**config.mk**
```make
export PLATFORM = sky130hd
export DESIGN_NAME = extbus_responder
export DESIGN_NICKNAME = d
export VERILOG_FILES = /design/src/rtl/extbus_pkg.sv /design/src/rtl/extbus_responder.sv
export SDC_FILE = /design/constraint.sdc
export NUM_CORES = 1
export LEC_CHECK = 0
export ABC_CLOCK_PERIOD_IN_PS = 2200
export CAP_MARGIN = 20
export CORE_AREA = 2 2 156 120
export DETAILED_ROUTE_END_ITERATION = 8
export DIE_AREA = 0 0 158 122
export PLACE_DENSITY = 0.82
export SYNTH_ARGS = -nofsm -noshare
export SYNTH_HDL_FRONTEND = slang
export SYNTH_SLANG_ARGS = --single-unit
```
**constraint.sdc**
```tcl
create_clock -name clk -period 2.2 [get_ports clk]
set_clock_uncertainty 0.15 [all_clocks]
set_input_delay 0.33 -clock clk [delete_from_list [all_inputs] [get_ports clk]]
set_output_delay 0.33 -clock clk [all_outputs]
set_load 0.01 [all_outputs]
```
**src/rtl/extbus_pkg.sv**
```systemverilog
// Shared definitions for the external-bus mailbox responder: slot map, status codes,
// command/status field positions and the controller state encoding.
package extbus_pkg;

  localparam int DATA_W = 72;

  localparam logic [1:0] SLOT_CMD   = 2'd0;
  localparam logic [1:0] SLOT_WDATA = 2'd1;
  localparam logic [1:0] SLOT_RDATA = 2'd2;
  localparam logic [1:0] SLOT_STAT  = 2'd3;

  localparam logic [1:0] ST_OK      = 2'd0;
  localparam logic [1:0] ST_BADOP   = 2'd1;
  localparam logic [1:0] ST_TIMEOUT = 2'd2;

  localparam int CMD_WE_BIT  = 20;
  localparam int CMD_OP_LSB  = 21;
  localparam int CMD_OP_MSB  = 23;

  localparam int STAT_DONE_BIT = 0;
  localparam int STAT_ERR_BIT  = 1;
  localparam int STAT_CODE_LSB = 2;
  localparam int STAT_SEQ_LSB  = 8;

  typedef enum logic [2:0] {
    S_IDLE,
    S_RD_CMD,
    S_RD_DATA,
    S_MEM,
    S_WR_RES,
    S_WR_STAT,
    S_DONE
  } state_e;

  function automatic logic [DATA_W-1:0] status_word(input logic [1:0] code,
                                                     input logic [7:0] seq);
    logic [DATA_W-1:0] w;
    w                        = '0;
    w[STAT_DONE_BIT]         = 1'b1;
    w[STAT_ERR_BIT]          = (code != ST_OK);
    w[STAT_CODE_LSB +: 2]    = code;
    w[STAT_SEQ_LSB +: 8]     = seq;
    return w;
  endfunction

endpackage

```
**src/rtl/extbus_responder.sv**
```systemverilog
// Memory-side agent for the 4-slot external bus mailbox: fetch command, run one memory
// access, post result and status. Optional mem_ack watchdog: EXTBUS_RESPONDER_TIMEOUT_EN.
//
// state     | meaning
// IDLE      | waiting for start
// RD_CMD    | read slot 0, decode command
// RD_DATA   | read slot 1 (write data)
// MEM       | memory request held until mem_ack (or watchdog)
// WR_RES    | write read data to slot 2
// WR_STAT   | write status to slot 3, bump sequence number
// DONE      | one-cycle done pulse
module extbus_responder
  import extbus_pkg::*;
#(
  parameter int ADDR_W = 20
`ifdef EXTBUS_RESPONDER_TIMEOUT_EN
  , parameter int TIMEOUT_CYCLES = 255
`endif
) (
  input  logic              clk,
  input  logic              reset_n,
  input  logic              start,
  output logic              busy,
  output logic              done,
  output logic [1:0]        pA,
  output logic              pEC,
  output logic              pW,
  input  logic [DATA_W-1:0] pDin,
  output logic [DATA_W-1:0] pDout,
  output logic              mem_req,
  output logic              mem_we,
  output logic [ADDR_W-1:0] mem_addr,
  output logic [DATA_W-1:0] mem_wdata,
  input  logic [DATA_W-1:0] mem_rdata,
  input  logic              mem_ack
);

  state_e              state_q, state_d;
  logic [ADDR_W-1:0]   addr_q, addr_d;
  logic                we_q, we_d;
  logic [DATA_W-1:0]   wdata_q, wdata_d;
  logic [DATA_W-1:0]   rdata_q, rdata_d;
  logic [1:0]          code_q, code_d;
  logic [7:0]          seq_q, seq_d;

`ifdef EXTBUS_RESPONDER_TIMEOUT_EN
  localparam logic [15:0] TMR_LOAD = 16'(TIMEOUT_CYCLES - 1);
  logic [15:0] tmr_q, tmr_d;
`endif

  always_ff @(posedge clk) begin
    if (!reset_n) begin
      state_q <= S_IDLE;
      addr_q  <= '0;
      we_q    <= 1'b0;
      wdata_q <= '0;
      rdata_q <= '0;
      code_q  <= ST_OK;
      seq_q   <= '0;
`ifdef EXTBUS_RESPONDER_TIMEOUT_EN
      tmr_q   <= '0;
`endif
    end else begin
      state_q <= state_d;
      addr_q  <= addr_d;
      we_q    <= we_d;
      wdata_q <= wdata_d;
      rdata_q <= rdata_d;
      code_q  <= code_d;
      seq_q   <= seq_d;
`ifdef EXTBUS_RESPONDER_TIMEOUT_EN
      tmr_q   <= tmr_d;
`endif
    end
  end

  always_comb begin
    state_d   = state_q;
    addr_d    = addr_q;
    we_d      = we_q;
    wdata_d   = wdata_q;
    rdata_d   = rdata_q;
    code_d    = code_q;
    seq_d     = seq_q;
`ifdef EXTBUS_RESPONDER_TIMEOUT_EN
    tmr_d     = TMR_LOAD;
`endif
    busy      = (state_q != S_IDLE);
    done      = 1'b0;
    pA        = SLOT_CMD;
    pEC       = 1'b0;
    pW        = 1'b0;
    pDout     = '0;
    mem_req   = 1'b0;
    mem_we    = 1'b0;
    mem_addr  = '0;
    mem_wdata = '0;

    case (state_q)
      S_IDLE: begin
        if (start) begin
          state_d = S_RD_CMD;
          code_d  = ST_OK;
        end
      end
      S_RD_CMD: begin
        pA     = SLOT_CMD;
        pEC    = 1'b1;
        addr_d = pDin[ADDR_W-1:0];
        we_d   = pDin[CMD_WE_BIT];
        if (pDin[CMD_OP_MSB:CMD_OP_LSB] != 3'd0) begin
          code_d  = ST_BADOP;
          state_d = S_WR_STAT;
        end else if (pDin[CMD_WE_BIT]) begin
          state_d = S_RD_DATA;
        end else begin
          state_d = S_MEM;
        end
      end
      S_RD_DATA: begin
        pA      = SLOT_WDATA;
        pEC     = 1'b1;
        wdata_d = pDin;
        state_d = S_MEM;
      end
      S_MEM: begin
        mem_req   = 1'b1;
        mem_we    = we_q;
        mem_addr  = addr_q;
        mem_wdata = wdata_q;
        if (mem_ack) begin
          if (we_q) begin
            state_d = S_WR_STAT;
          end else begin
            rdata_d = mem_rdata;
            state_d = S_WR_RES;
          end
`ifdef EXTBUS_RESPONDER_TIMEOUT_EN
        end else if (tmr_q == 16'd0) begin
          code_d  = ST_TIMEOUT;
          state_d = S_WR_STAT;
        end else begin
          tmr_d   = tmr_q - 16'd1;
`endif
        end
      end
      S_WR_RES: begin
        pA      = SLOT_RDATA;
        pEC     = 1'b1;
        pW      = 1'b1;
        pDout   = rdata_q;
        state_d = S_WR_STAT;
      end
      S_WR_STAT: begin
        pA      = SLOT_STAT;
        pEC     = 1'b1;
        pW      = 1'b1;
        pDout   = status_word(code_q, seq_q);
        seq_d   = seq_q + 8'd1;
        state_d = S_DONE;
      end
      S_DONE: begin
        done    = 1'b1;
        state_d = S_IDLE;
      end
      default: state_d = S_IDLE;
    endcase

    // Outputs are forced quiet for the whole time reset is held, not just after the edge.
    if (!reset_n) begin
      busy      = 1'b0;
      done      = 1'b0;
      pA        = '0;
      pEC       = 1'b0;
      pW        = 1'b0;
      pDout     = '0;
      mem_req   = 1'b0;
      mem_we    = 1'b0;
      mem_addr  = '0;
      mem_wdata = '0;
    end
  end

endmodule

```
Word level (Yosys, flattened, before mapping)

Cells that the tools add are included.
W data, S select, Z words.

Word-level logic and storage cells: 56
Input bits: 148
Register bits: 178

$add $sub $neg: 1
Equal/unequal tests: 9
Muxes and demuxes: 28
Bitwise operators: 1
Reductions and logical operators: 10

Operators with widths:

| cell                  | count |
|---|---|
| $mux W72              | 3 |
| $pmux W72 S2          | 1 |
| $mux W20              | 2 |
| $pmux W3 S6           | 1 |
| $mux W1               | 13 |
| $eq A3 B3 Y1 const B  | 3 |
| $mux W3               | 3 |
| $add A8 B1 Y8 const B | 1 |
| $eq A3 B2 Y1 const B  | 2 |
| $mux W2               | 3 |
| $ne A2 B2 Y1 const B  | 3 |
| $pmux W2 S3           | 1 |
| $reduce_and A3 Y1     | 2 |
| $reduce_bool A3 Y1    | 2 |
| $pmux W2 S2           | 1 |
| $reduce_bool A2 Y1    | 2 |
| $reduce_or A4 Y1      | 1 |
| $eq A3 B1 Y1 const B  | 1 |
| $logic_not A3 Y1      | 1 |
| $reduce_and A2 Y1     | 1 |
| $reduce_or A2 Y1      | 1 |
| $not A1 Y1            | 1 |

Depth between registers and ports, before layout

Gate-level depths: netlist (run 1).

Word-level depth: 4
Mapped depth: 6

Least setup slack after synthesis (run 1)

OpenSTA, ideal clock, no wires.

Path type: register to output
From: register state_q[2]
To: output port pA[0]
Stages on the path, launching flop included: 5
Arrival: 1,247 ps
Path buffers: 2
Setup slack: 473 ps
Path through: dfxtp_1 > buf_6 > or3b_1 > clkbuf_1 > a21oi_1

Cells in the longest elaborated chain, start to end: 3
Elaborated cells on any way between the ends: 5
Classes of those cells: eq/ne: 3; mux: 2

RTL lines:

| item                                         | line                    | text |
|---|---|---|
| start: declaration                           | extbus_responder.sv:38  | `state_e state_q, state_d;` |
| start signal: assignment                     | extbus_responder.sv:64  | `state_q <= state_d;` |
| $eq A3 B3 Y1 or $eq A3 B2 Y1 (tied branches) | extbus_responder.sv:99  | `case (state_q)` |
| $pmux W2 S3 (*)                              | extbus_responder.sv:99  |  |
| $mux W2 (*)                                  | extbus_responder.sv:170 | `if (!reset_n) begin` |
| end: declaration                             | extbus_responder.sv:25  | `output logic [1:0] pA,` |

Every way passes the cells marked *; elsewhere a longest branch is shown, timed or not.

Final worst setup path (run 1)

From: register state_q[1]
To: output port mem_wdata[1]

Cells in the longest elaborated chain, start to end: 3

RTL lines:

| item             | line                    | text |
|---|---|---|
| $eq A3 B2 Y1     | extbus_responder.sv:99  |  |
| $mux W72         | extbus_responder.sv:99  |  |
| $mux W72         | extbus_responder.sv:170 |  |
| end: declaration | extbus_responder.sv:33  | `output logic [DATA_W-1:0] mem_wdata,` |

Every way passes these cells.

==> flow_metrics.tcl, run 1 <==
set metrics [dict create \
    tritoncts "done" \
    drive_above_1_share 0.282 \
    criticalPathCategory "flop to output port" \
    dieWidth_um 158 \
    crit_slowest_cell "dfxtp_4" \
    post-route-min-period_ns 2.42 \
    grt_pass1_vias 7869 \
    drc 0 \
    coreArea_mm2 0.0180 \
    finalNetCount 1476 \
    ios 320 \
    fmax_mhz 413 \
    h-tree-depth 4 \
    grt-busiest-layer "met2" \
    syn_area_per_cell_um2 7.79 \
    cp-start-kind "flop" \
    worst_path_largest_cell_delay_ns 0.37 \
    power.density_mw_per_mm2 618 \
    ys_seq_elements 177 \
    critPathTopFamily "buffers and inverters" \
    rows 43 \
    setup_ws_ns -0.220 \
    vias 8463 \
    cts-root-buf "clkbuf_16" \
    post-dp-hpwl_um 15600 \
    grt-ovfl-total 0 \
    synthFlopType "dfxtp_1" \
    grt_pass1_wl_um 42000 \
    regArea_mm2 0.00355 \
    grt_max_degree 81 \
    synth_edf_count 0 \
    first_iter_violations 670 \
    n_fill_cell 1347 \
    grt_use_met1 0.369 \
    netlist_instances 1008 \
    dr.pass1.iters 5 \
    layout_commonest_cell "nand2_1" \
    ant_nets 0 \
    clkLatencyLatePin_ns 0.42 \
    fin_crit_sh 1.10 \
    die-area_mm2 0.0193 \
    worst_pin_slew_ns 0.886 \
    routed_wire_length_per_instance_um 18.2 \
    antenna_found_initial 1 \
    end_kind "output port" \
    leakage_uw 0.00516 \
    numCtsBuffers 17 \
    finalSetupViolations 146 \
    rsz0062_at_grt "yes" \
    worstPathRequired_ns 1.72 \
    post-place-cells 1513 \
    cts.clk_slew.worst_paths_ns 0.06 \
    crit_buf_inv 6 \
    synthArstFlopShare 0 \
    mostFrequentLayoutCells "190 x nand2_1, 175 x a21oi_1, 173 x dfxtp_1, 146 x clkdlybuf4s50_1, 117 x buf_6" \
    wirelength_um 29000 \
    maxCapViolCount 0 \
    post_synth_num_cell_types 42 \
    holdCritPathClass "flop to flop" \
    path_cells "nand2_4 > nor3b_4 > buf_6 > buf_12 > buf_12 > buf_16 > buf_8 > and2_4 > buf_6" \
    area_growth_pct 64.4 \
    synthesis.nets 1157 \
    dieHeight_um 122 \
    start_util 0.437 \
    stdcell_count 1588 \
    path_max_fanout 6 \
    violations "negative setup slack" \
    grt_usage 0.277 \
    slew_viol_final 0 \
    fin_hold_ws_ns 0.298 \
    hold_viol_final 0 \
    place.gp.congestion 0.835 \
    syn_area_mm2 0.00786 \
    grt_use_met2 0.441 \
    crit_arrival_ns 1.94 \
    peakVddDrop_mv 0.417 \
    via_per_inst 5.33 \
    gr-usage-met3 0.0619 \
    yosysSeqAreaShare 0.451 \
    ys_warn_count 0 \
    port-buffer-count 319 \
    clock_path_buffers 2 \
    status "complete, but fails checks" \
    multi_input_area_mm2 0.00409 \
    slew_headroom 0.409 \
    cts.sinks 177 \
]
-- routing by layer --
layer | part of all wire | vias up | wire (µm)
li1 | - | 3997 | -
met1 | 0.43 | 4003 | 12300
met2 | 0.47 | 393 | 13500
met3 | 0.076 | 70 | 2200
met4 | 0.032 | 0 | 915
met5 | 0 | - | 0
-- synthesized netlist by cell type (2+ instances only) --
master | n | area share
o31ai_1 | 3 | 0.0029
or4_1 | 2 | 0.0019
nand2_1 | 190 | 0.091
nand3_1 | 73 | 0.047
nand4b_1 | 2 | 0.0022
xor2_1 | 2 | 0.0022
clkbuf_1 | 50 | 0.024
nand4_1 | 2 | 0.0016
nor3b_1 | 2 | 0.0019
nand3b_4 | 2 | 0.0051
and2_1 | 154 | 0.12
nor2_1 | 14 | 0.0067
or3b_1 | 2 | 0.0022
inv_1 | 3 | 0.0014
buf_6 | 15 | 0.021
o21ai_0 | 76 | 0.048
or3_1 | 3 | 0.0024
a21oi_1 | 176 | 0.11
buf_2 | 28 | 0.018
dfxtp_1 | 177 | 0.45
nor3_1 | 2 | 0.0013
mux2i_1 | 9 | 0.011
nand2b_1 | 2 | 0.0016
-- cells by family after synthesis --
| family | share of synthesized area |
|---|---|
| simple gates | 0.294 |
| compound gates | 0.173 |
| flops | 0.451 |
| buf+inv | 0.0666 |
| mux | 0.0115 |
| xor+xnor | 0.00223 |
| fa+ha+maj | 0.00159 |
-- power breakdown --
group | leakage (µW) | internal (µW) | switching, µW
Sequential | 0.00143 | 3340 | 98.6
Combinational | 0.00344 | 668 | 701
Clock | 0.000290 | 1810 | 1360
Total | 0.00516 | 5830 | 2160
-- layout make-up --
class / instances / share of cell area
diodes: 1 / 0.000194
clock buffers: 19 / 0.0335
clock inverters: 13 / 0.0138
inverters: 5 / 0.00165
multi-input cells: 732 / 0.317
flip-flops and latches: 177 / 0.275
well taps: 247 / 0.0239
repair buffers: 394 / 0.335
-- worst register-to-register path, cell delays in order, from the launching register on --
cell      delay (ns)
dfxtp_2         0.37
buf_6           0.15
buf_8           0.15
nand3b_4        0.13
buf_4           0.18
or4_1           0.49
a21oi_1         0.16
-- worst paths after layout --
kind | from | depth (start not counted) | slack, ns | end
setup / recovery | state_q[1] | 9 | -0.22 | mem_wdata[1]
hold / removal | wdata_q[27] | 2 | 0.30 | wdata_q[27]
setup reg to reg | state_q[0] | 6 | 0.34 | seq_q[5]
hold reg to reg | wdata_q[27] | 2 | 0.30 | wdata_q[27]
-- what timing repair did --
action | 4_1_cts | 5_1_grt
setup buffers | 19 | 9
resized for setup | 594 | 284
endpoints found under the setup margin | 172 | 169
pin swaps | 12 | 78
hold buffers | 0 | 0
gates cloned | 15 | 4
endpoints found under the hold margin | 0 | 0
-- per-stage QoR --
stage	instance area [µm²]	utilization	worst slack (ns)	total power (µW)	setup TNS, ns
final	12900	0.719	-0.220	7990	-11.60
after CTS	12200	0.680	-0.224	7880	-17.68
after detailed placement	11200	0.624	-0.565	4620	-78.96
after global placement	11200	0.624	-0.535	4600	-76.41
after global routing	12900	0.719	-0.286	8240	-21.24
after floorplan	7860	-	0.473	4070	0
-- sequential cells by signal, summed over array words and instances (netlist names) --
signal   flops
addr_q      20
code_q       1
rdata_q     72
seq_q        8
state_q      3
wdata_q     72
we_q         1
No activity file was read; power rests on OpenSTA's default activity.
==> run 2, diff against run 1 <==
- SLEW_MARGIN: default -> 10
==> results of run 2 <==
No change in the layout: final DEF, timing and power equal those of run 1.
==> run 3, diff against run 2 <==
- SKIP_LAST_GASP: default -> 1
==> run 3 against run 2 <==
  * The flow still finishes with violations (negative setup slack)
  * Sequential share of layout area down 0.63 points
  * Critical path depth unchanged
  * Total power rose by 0.21%
  * Global-route usage about the same
  * Largest cell class unchanged
  * Highest routed layer unchanged
==> flow_metrics.tcl, run 3 (synthesis gave the netlist of run 1 again) <==
set metrics [dict create \
    status "complete, but fails checks" \
    violations "negative setup slack" \
    mostFrequentLayoutCells "190 x nand2_1, 175 x a21oi_1, 173 x dfxtp_1, 168 x clkdlybuf4s50_1, 127 x buf_6" \
    cts-root-buf "clkbuf_16" \
    reg_top3 "rdata_q (72), wdata_q (72), addr_q (20)" \
    peakVddDrop_mv 0.418 \
    grt_pass1_vias 7920 \
    vias 8564 \
    post-route-min-period_ns 2.50 \
    dieHeight_um 122 \
    p_sw_uw 2150 \
    leakage_uw 0.00527 \
    port-buffer-count 319 \
    finalNetCount 1492 \
    dieWidth_um 158 \
    grt-ovfl-total 0 \
    end_kind "output port" \
    path_max_fanout 5 \
    fin_hold_ws_ns 0.298 \
    area_growth_pct 68.2 \
    p_int_uw 5850 \
    ios 320 \
    wirelength_um 29400 \
    clock_path_buffers 2 \
    fmax_mhz 400 \
    grt_usage 0.277 \
    first_iter_violations 675 \
    grt_pass1_wl_um 42000 \
    cp-start-kind "flop" \
    p_total_uw 8000 \
    dr.pass1.iters 7 \
    cts.sinks 177 \
    drive_above_1_share 0.289 \
    h-tree-depth 4 \
    worstPathRequired_ns 1.72 \
    final_util 0.735 \
    hold_viol_final 0 \
    criticalPathCategory "flop to output port" \
    post-place-cells 1513 \
    finalSetupViolations 155 \
    via_per_inst 5.34 \
    maxCapViolCount 0 \
    cts_hold_buf 0 \
    fin_crit_sh 1.14 \
    crit_arrival_ns 2.02 \
    clkLatencyLatePin_ns 0.42 \
    setup_tns_ns -26.03 \
    routed_wire_length_per_instance_um 18.3 \
    die-area_mm2 0.0193 \
    rows 43 \
    worst_pin_slew_ns 0.874 \
    layout_commonest_cell "nand2_1" \
    combPwrFrac 0.175 \
    tritoncts "done" \
    start_util 0.437 \
    stdcell_count 1604 \
    power.density_mw_per_mm2 606 \
    holdCritPathClass "flop to flop" \
    rsz0062_at_grt "yes" \
    cts.clk_slew.worst_paths_ns 0.06 \
    ant_nets 0 \
    grt_max_degree 81 \
    drc 0 \
    power_frac_clock 0.395 \
    coreArea_mm2 0.0180 \
    setup_ws_ns -0.297 \
    place.gp.congestion 0.835 \
    slew_viol_final 0 \
    antenna_found_initial 1 \
    numCtsBuffers 17 \
    slew_headroom 0.418 \
    post-dp-hpwl_um 15600 \
    p_seq_frac 0.430 \
    switching_share 0.269 \
]
## run 3: cell count changes in the layout (fill, tap and decap cells not counted), moves of 4 or more
cell,before,now
and2_1,46,41
dlygate4sd2_1,18,1
clkdlybuf4s50_1,146,168
buf_12,20,24
and2_4,108,113
clkbuf_2,14,7
dlymetal6s2s_1,3,8
buf_4,28,33
buf_6,117,127
## run 3: power groups by stage
stage	clock network (µW)	logic, µW	registers, µW
2_1_floorplan	0	618	3460
3_3_place_gp	0	1100	3500
3_5_place_dp	0	1120	3500
4_1_cts	3190	1260	3430
5_1_grt	3320	1490	3460
6_report	3160	1400	3440
## run 3: cell type report
| cell class | instances | area (µm²) |
|---|---|---|
| Clock inverter | 13 | 178 |
| Sequential cell | 177 | 3550 |
| Fill cell | 1301 | 4760 |
| Inverter | 5 | 21.3 |
| Clock buffer | 19 | 433 |
| Timing Repair Buffer | 410 | 4620 |
| Antenna cell | 1 | 2.50 |
| Multi-Input combinational cell | 732 | 4100 |
| Tap cell | 247 | 309 |
## run 3: worst paths after layout
path	start	endpoint	slack, ns	depth (start not counted)
setup reg to reg	state_q[0]	seq_q[5]	0.35	6
hold / removal	wdata_q[30]	wdata_q[30]	0.30	2
hold reg to reg	wdata_q[30]	wdata_q[30]	0.30	2
setup / recovery	state_q[1]	mem_addr[14]	-0.30	9
## run 3: worst max-delay path, stage by stage, from the launching register on
cell	delay [ns]
dfxtp_4	0.37
nand2_4	0.05
nor3b_4	0.26
buf_6	0.19
buf_12	0.12
buf_12	0.11
buf_12	0.11
buf_16	0.10
and2_1	0.14
buf_2	0.14
## run 3: stage by stage
step / cell area, µm² / setup WS, ns
after floorplan: 7860 / 0.473
after global placement: 11200 / -0.535
after detailed placement: 11200 / -0.565
after CTS: 12500 / -0.248
after global routing: 13200 / -0.361
final: 13200 / -0.297
## run 3: repair_timing
| item | in CTS | in global routing |
|---|---|---|
| pin swaps | 10 | 49 |
| hold endpoints to repair | 0 | 0 |
| gates resized for setup | 466 | 389 |
| buffers inserted | 19 | 25 |
| endpoints found under the setup margin | 172 | 170 |
| cloned | 15 | 5 |
## run 3: layer usage
layer	GRT usage	vias to the layer above	wire length (µm)
met4	0.0985	0	898
met3	0.0658	61	2410
met1	0.365	4065	12100
met5	0	-	0
li1	-	4028	-
met2	0.443	410	14000
